[src/rtl/cdc_req_ack_rx.sv]
// Receive endpoint of a four-phase REQ/ACK multi-bit crossing: captures the
// source word, hands it to local logic over valid/ready, and returns ACK.
//
// state     | meaning
// ----------+-----------------------------------------------------------
// ST_IDLE   | waiting for REQ_SYNC; ACK=0, OUT_VALID=0
// ST_VALID  | word captured and offered on OUT_DATA/OUT_VALID
// ST_ACK_HI | word consumed; ACK=1 until REQ_SYNC drops (or at once after an abort)
module cdc_req_ack_rx #(
    parameter int BUS_WIDTH = 8,
    parameter int CNT_WIDTH = 8
) (
    input  logic                 CLK,
    input  logic                 RST,
    input  logic                 REQ_SYNC,
    input  logic [BUS_WIDTH-1:0] DATA_IN,
    input  logic                 OUT_READY,
    output logic [BUS_WIDTH-1:0] OUT_DATA,
    output logic                 OUT_VALID,
    output logic                 ACK,
    output logic                 BUSY,
    output logic                 ERR,
    output logic [CNT_WIDTH-1:0] XFER_CNT
);

    typedef enum logic [1:0] {
        ST_IDLE   = 2'd0,
        ST_VALID  = 2'd1,
        ST_ACK_HI = 2'd2
    } state_t;

    localparam logic [CNT_WIDTH-1:0] CNT_ONE = {{(CNT_WIDTH-1){1'b0}}, 1'b1};

    state_t                 state, state_nxt;
    logic [BUS_WIDTH-1:0]   data_nxt;
    logic                   valid_nxt;
    logic                   ack_nxt;
    logic                   err_nxt;
    logic [CNT_WIDTH-1:0]   cnt_nxt;
    logic                   abort, abort_nxt;

    always_ff @(posedge CLK) begin
        if (RST) begin
            state     <= ST_IDLE;
            OUT_DATA  <= '0;
            OUT_VALID <= 1'b0;
            ACK       <= 1'b0;
            ERR       <= 1'b0;
            XFER_CNT  <= '0;
            abort     <= 1'b0;
        end else begin
            state     <= state_nxt;
            OUT_DATA  <= data_nxt;
            OUT_VALID <= valid_nxt;
            ACK       <= ack_nxt;
            ERR       <= err_nxt;
            XFER_CNT  <= cnt_nxt;
            abort     <= abort_nxt;
        end
    end

    always_comb begin
        state_nxt = state;
        data_nxt  = OUT_DATA;
        valid_nxt = OUT_VALID;
        ack_nxt   = ACK;
        err_nxt   = ERR;
        cnt_nxt   = XFER_CNT;
        abort_nxt = abort;

        case (state)
            ST_IDLE: begin
                abort_nxt = 1'b0;
                if (REQ_SYNC) begin
                    data_nxt  = DATA_IN;
                    valid_nxt = 1'b1;
                    state_nxt = ST_VALID;
                end
            end
            ST_VALID: begin
                // Early REQ drop is a source violation; remember it so ACK
                // is released without waiting on a REQ that already fell.
                if (!REQ_SYNC) begin
                    err_nxt   = 1'b1;
                    abort_nxt = 1'b1;
                end
                if (OUT_VALID && OUT_READY) begin
                    valid_nxt = 1'b0;
                    ack_nxt   = 1'b1;
                    cnt_nxt   = XFER_CNT + CNT_ONE;
                    state_nxt = ST_ACK_HI;
                end
            end
            ST_ACK_HI: begin
                if (!REQ_SYNC || abort) begin
                    ack_nxt   = 1'b0;
                    abort_nxt = 1'b0;
                    state_nxt = ST_IDLE;
                end
            end
            default: begin
                valid_nxt = 1'b0;
                ack_nxt   = 1'b0;
                abort_nxt = 1'b0;
                state_nxt = ST_IDLE;
            end
        endcase
    end

    assign BUSY = (state != ST_IDLE);

endmodule

[config.mk]
export PLATFORM = sky130hd
export DESIGN_NAME = cdc_req_ack_rx
export DESIGN_NICKNAME = d
export VERILOG_FILES = /design/src/rtl/cdc_req_ack_rx.sv
export SDC_FILE = /design/constraint.sdc
export NUM_CORES = 1
export LEC_CHECK = 0
export ABC_AREA = 1
export CAP_MARGIN = 20
export CORE_MARGIN = 2
export CORE_UTILIZATION = 40
export CTS_CLUSTER_SIZE = 14
export DETAILED_ROUTE_END_ITERATION = 6
export GPL_ROUTABILITY_DRIVEN = 0
export PLACE_DENSITY = 0.72
export SLEW_MARGIN = 40
export SYNTH_ARGS = -nofsm -noshare
export SYNTH_HDL_FRONTEND = slang
export SYNTH_SLANG_ARGS = --single-unit
[constraint.sdc]
create_clock -name CLK -period 1.5 [get_ports CLK]
set_input_delay 0.375 -clock CLK [delete_from_list [all_inputs] [get_ports CLK]]
set_output_delay 0.375 -clock CLK [all_outputs]
set_load 0.02 [all_outputs]
# After elaboration in Yosys (flattened, before gate mapping)
# Index checks and enable logic that the tools add are counted.
word_totals:
  reg_bits: 22
  input_bits: 12
classes:
  add_sub_neg: 1
  n_eq_ne: 6
  n_mux: 12
  bitwise: 3
  n_reduce_logical: 12
op_table:
  columns: ["op", "n"]
  rows:
  - ["3-bit AND reduction", 3]
  - ["8-bit by 1-bit adder with 8-bit output (second input constant)", 1]
  - ["2-bit != test (second input constant)", 4]
  - ["2-bit AND reduction", 4]
  - ["2-bit two-way mux", 3]
  - ["1-bit case mux with 3 select lines", 2]
  - ["2-bit case mux with 3 select lines", 1]
  - ["1-bit two-way mux", 5]
  - ["1-bit inverter", 3]
  - ["2-bit by 1-bit == test with 1-bit output (second input constant)", 1]
  - ["2-bit == test (second input constant)", 1]
  - ["2-bit logical NOT", 1]
  - ["1-bit case mux with 2 select lines", 1]
  - ["2-bit nonzero test", 1]
  - ["1-bit logical AND", 1]
  - ["1-bit logical NOT", 1]
  - ["1-bit logical OR", 1]

# Longest topological paths before layout
depth:
  word_depth: 4
  mapped_depth: 8

# Worst setup path after synthesis
# Ideal clock, no wire load.
synth_path:
  path_type: "register to register"
  startpoint: "register XFER_CNT[1]"
  endpoint: "register XFER_CNT[4]"
  setup_time_ns: 0.113
  arrival_ns: 1.152
  required_time_ns: 1.387
  path_slack_ns: 0.234
  stages_incl_launch_ff: 8
  synth_period_minus_slack_ns: 1.266
  path_cell_list: "dfxtp_1 ha_1 nand2_1 nor2_1 and2_2 nand2_1 nand2_1 nor2_1"
synth_via:
  elab_chain_cells: 1
synth_lines:
  columns: ["element", "line", "text"]
  rows:
  - ["start: declaration", "23", "output logic [CNT_WIDTH-1:0] XFER_CNT"]
  - ["start signal: assignment", "57", "XFER_CNT <= cnt_nxt;"]
  - ["8-bit by 1-bit adder with 8-bit output", "90", "cnt_nxt = XFER_CNT + CNT_ONE;"]
# No other way between the ends.
# A chain may end at the register's enable or synchronous reset.

# Worst setup path in the final report
layout_path:
  startpoint: "register XFER_CNT[1]"
  endpoint: "output port XFER_CNT[1]"
# No word-level cell between the ends.

==> results.yml <==
setup_path:
  cp_slowest_stage_delay_ns: 0.39
  cp_cell_sequence: "dlygate4sd2_1"
  cp_top_family: "flip-flops"
  reg2reg_setup_slack_ns: 0.26
  crit_arrival_ns: 1.04
  cp-start-kind: "register"
  path_buf_inv: 1
  crit_slowest_cell: "dfxtp_1"
  required_ns: 1.12
  cp_max_fo: 4
  critical_path_class: "reg2out"
  r2r-start: "state[0]$_SDFFE_PP0P_"
  reg2reg_depth: 7
  end_kind: "output pin"
  timing.rr.end: "OUT_DATA[5]$_SDFFE_PP0P_"
min_path:
  worstHoldPathCells: 2
  min_from: "ACK$_SDFFE_PP0P_"
  hp-class: "reg2reg"
  min_to: "ACK$_SDFFE_PP0P_"
detailed_routing:
  routedWlPerCell_um: 10.55
  ant_nets: 0
  vias: 911
  viasPerCell: 4.672
  dr.first_iter.drc_count: 11
  drc: 0
  wl_um: 2057
  dr.pass1.iters: 4
placement:
  place_inst: 192
  post-dp-hpwl_um: 1562
  io_buffers: 31
synth:
  synth_cell_types: 22
  synth_area_um2: 925.9
  syn_area_per_cell_um2: 7.407
  synthAdderAreaFrac: 0.01351
  synth.area.mux_share: 0
  synth_top_area_cell: "dfxtp_1"
  yosysTopAreaCellShare: 0.4757
  yosys-top-cells-area: "dfxtp_1, nor2_1, nand2_1, o21ai_0, inv_1"
  synth_xor_area_frac: 0
  netlist_instances: 125
  synth-compound-area-share: 0.1041
  synthSimpleGateAreaFrac: 0.3203
  ys_seq_elements: 22
  yosysWarningCount: 0
  synth_top_family_by_area: "simple AND/OR/NAND/NOR gates"
  seq_area_frac_synth: 0.4757
  syn_nets: 138
layout:
  final_cell_mix: "nor2_1, dfxtp_1, nand2_1"
  nFillCells: 223
  layout-drive-gt1-share: 0.1437
  fin_nets: 182
  final_common_cell: "nor2_1"
  multi_input_area_um2: 407.9
  final_cells: 195
  register_area_um2: 440.4
  syn2layout_area_growth_pct: 42.30
  diodes: 0
grt:
  grt_pass1_vias: 925
  antenna_found_initial: 0
  track_usage: 0.1805
  grt_remaining_overflow: 0
  grt_pass1_wl_um: 3677
  grt_max_degree: 12
power_and_ir_drop:
  p_int_uw: 800.2
  p_per_area_nw_per_um2: 834.1
  peakVddDrop_uv: 531.0
  power_frac_seq: 0.572
  sw_frac_of_total: 0.2718
  switching_power_uw: 298.7
  leakage_uw: 0.0006519
  power.share.clock: 0.240
  power.share.combinational: 0.188
sta:
  period_minus_slack_ns: 1.415
  report.final.slew_viol_count: 0
  slew_headroom: 0.7658
  final_hold_viol_count: 0
  rsz0062_at_grt: "no"
  hold_slack_ns: 0.4871
  finalSetupViolCount: 0
  max_freq_ghz: 0.7066
  worstMarginPinSlew_ns: 0.3500
  period_share: 0.9435
  finalClockSkew_ns: 0.004620
outcome:
  status: "finished, final reports clean"
clock_network:
  h-tree-depth: 1
  cts.sink_count: 22
  clock_path_buffers: 2
  cts_tree: "done"
  cts_made_buffers: 3
  clk_latency_ns: 0.30
  root_buffer: "clkbuf_4"
  clkTransAtPathRegs_ns: 0.12
floorplan:
  die_width_um: 52.11
  ios: 32
  die-area_um2: 2715
  num_rows: 17
  fp.coreArea_um2: 2191
  initial_core_util: 0.4226
  die_y_um: 52.11
job:
  cap_violations: 0
[final cells by class]
| type | count | area share |
|---|---|---|
| sequential | 22 | 0.3343 |
| multi-input combinational | 87 | 0.3096 |
| timing repair buffer | 41 | 0.2707 |
| inverter | 14 | 0.04179 |
| tap | 28 | 0.02659 |
| clock buffer | 3 | 0.01709 |
[how the worst max path moves through the flow]
stage / from / endpoint / depth (start not counted)
2_1_floorplan: XFER_CNT[1]$_SDFFE_PP0P_ / XFER_CNT[4]$_SDFFE_PP0P_ / 7
3_3_place_gp: OUT_READY / XFER_CNT[6]$_SDFFE_PP0P_ / 7
3_5_place_dp: REQ_SYNC / OUT_DATA[5]$_SDFFE_PP0P_ / 6
4_1_cts: state[0]$_SDFFE_PP0P_ / BUSY / 3
5_1_grt: XFER_CNT[5]$_SDFFE_PP0P_ / XFER_CNT[5] / 1
6_report: XFER_CNT[1]$_SDFFE_PP0P_ / XFER_CNT[1] / 1
[registers in the layout, indices dropped and copies added (netlist names)]
| register | count |
|---|---|
| abort | 1 |
| state | 2 |
| ACK | 1 |
| ERR | 1 |
| OUT_VALID | 1 |
| OUT_DATA | 8 |
| XFER_CNT | 8 |
[per-stage QoR]
step | setup TNS (ns) | instance area [µm²] | total power (µW) | util | worst slack, ns
after CTS | 0 | 1323 | 1117 | 0.6037 | 0.009268
after global routing | 0 | 1318 | 1158 | 0.6014 | 0.02069
after detailed placement | -0.6707 | 1321 | 869.8 | 0.6031 | -0.08330
after floorplan | 0 | 925.9 | 752.2 | - | 0.2345
after global placement | -0.3916 | 1321 | 864.8 | 0.6031 | -0.04374
final | 0 | 1318 | 1099 | 0.6014 | 0.08474
[layer usage]
metal,track usage,wire length [µm]
met3,0.03736,118
met4,0.05263,18
met2,0.3460,1034
met1,0.1953,886
met5,0,0
[worst register-to-register path, stage by stage (launching register included)]
cell	delay, ns
dfxtp_1	0.34
nor2_2	0.15
inv_2	0.05
buf_4	0.14
nor2_4	0.19
inv_4	0.10
nor2_1	0.11
nor2_1	0.06
[power groups by stage]
stage,Clock (µW),Sequential [µW],Combinational (µW)
2_1_floorplan,0,674,78.3
6_report,263,629,207
4_1_cts,277,629,211
5_1_grt,295,633,230
3_3_place_gp,0,641,224
3_5_place_dp,0,642,228
[synthesized netlist by cell type]
library cell  number
a21oi_1            6
a21oi_2            1
and2_2             1
buf_6              1
clkbuf_8           1
dfxtp_1           22
ha_1               1
inv_1             12
inv_2              1
inv_4              1
nand2_1           21
nand2_2            1
nand3_1            6
nand3_2            1
nand3b_2           1
nand4_1            1
nor2_1            33
nor2_2             1
nor2_4             1
nor3_1             1
o21a_1             1
o21ai_0           10
[kinds of logic after synthesis]
kind of cell	after synthesis
fa+ha+maj	1
compound gates	18
flops	22
simple gates	68
buf+inv	16
[what timing repair did]
item                                    CTS  global route
endpoints found under the setup margin   20             1
buffers inserted                          0             0
gates resized for setup                  22             1
hold buffers                              0             0
No activity file was read; power rests on OpenSTA's default activity.
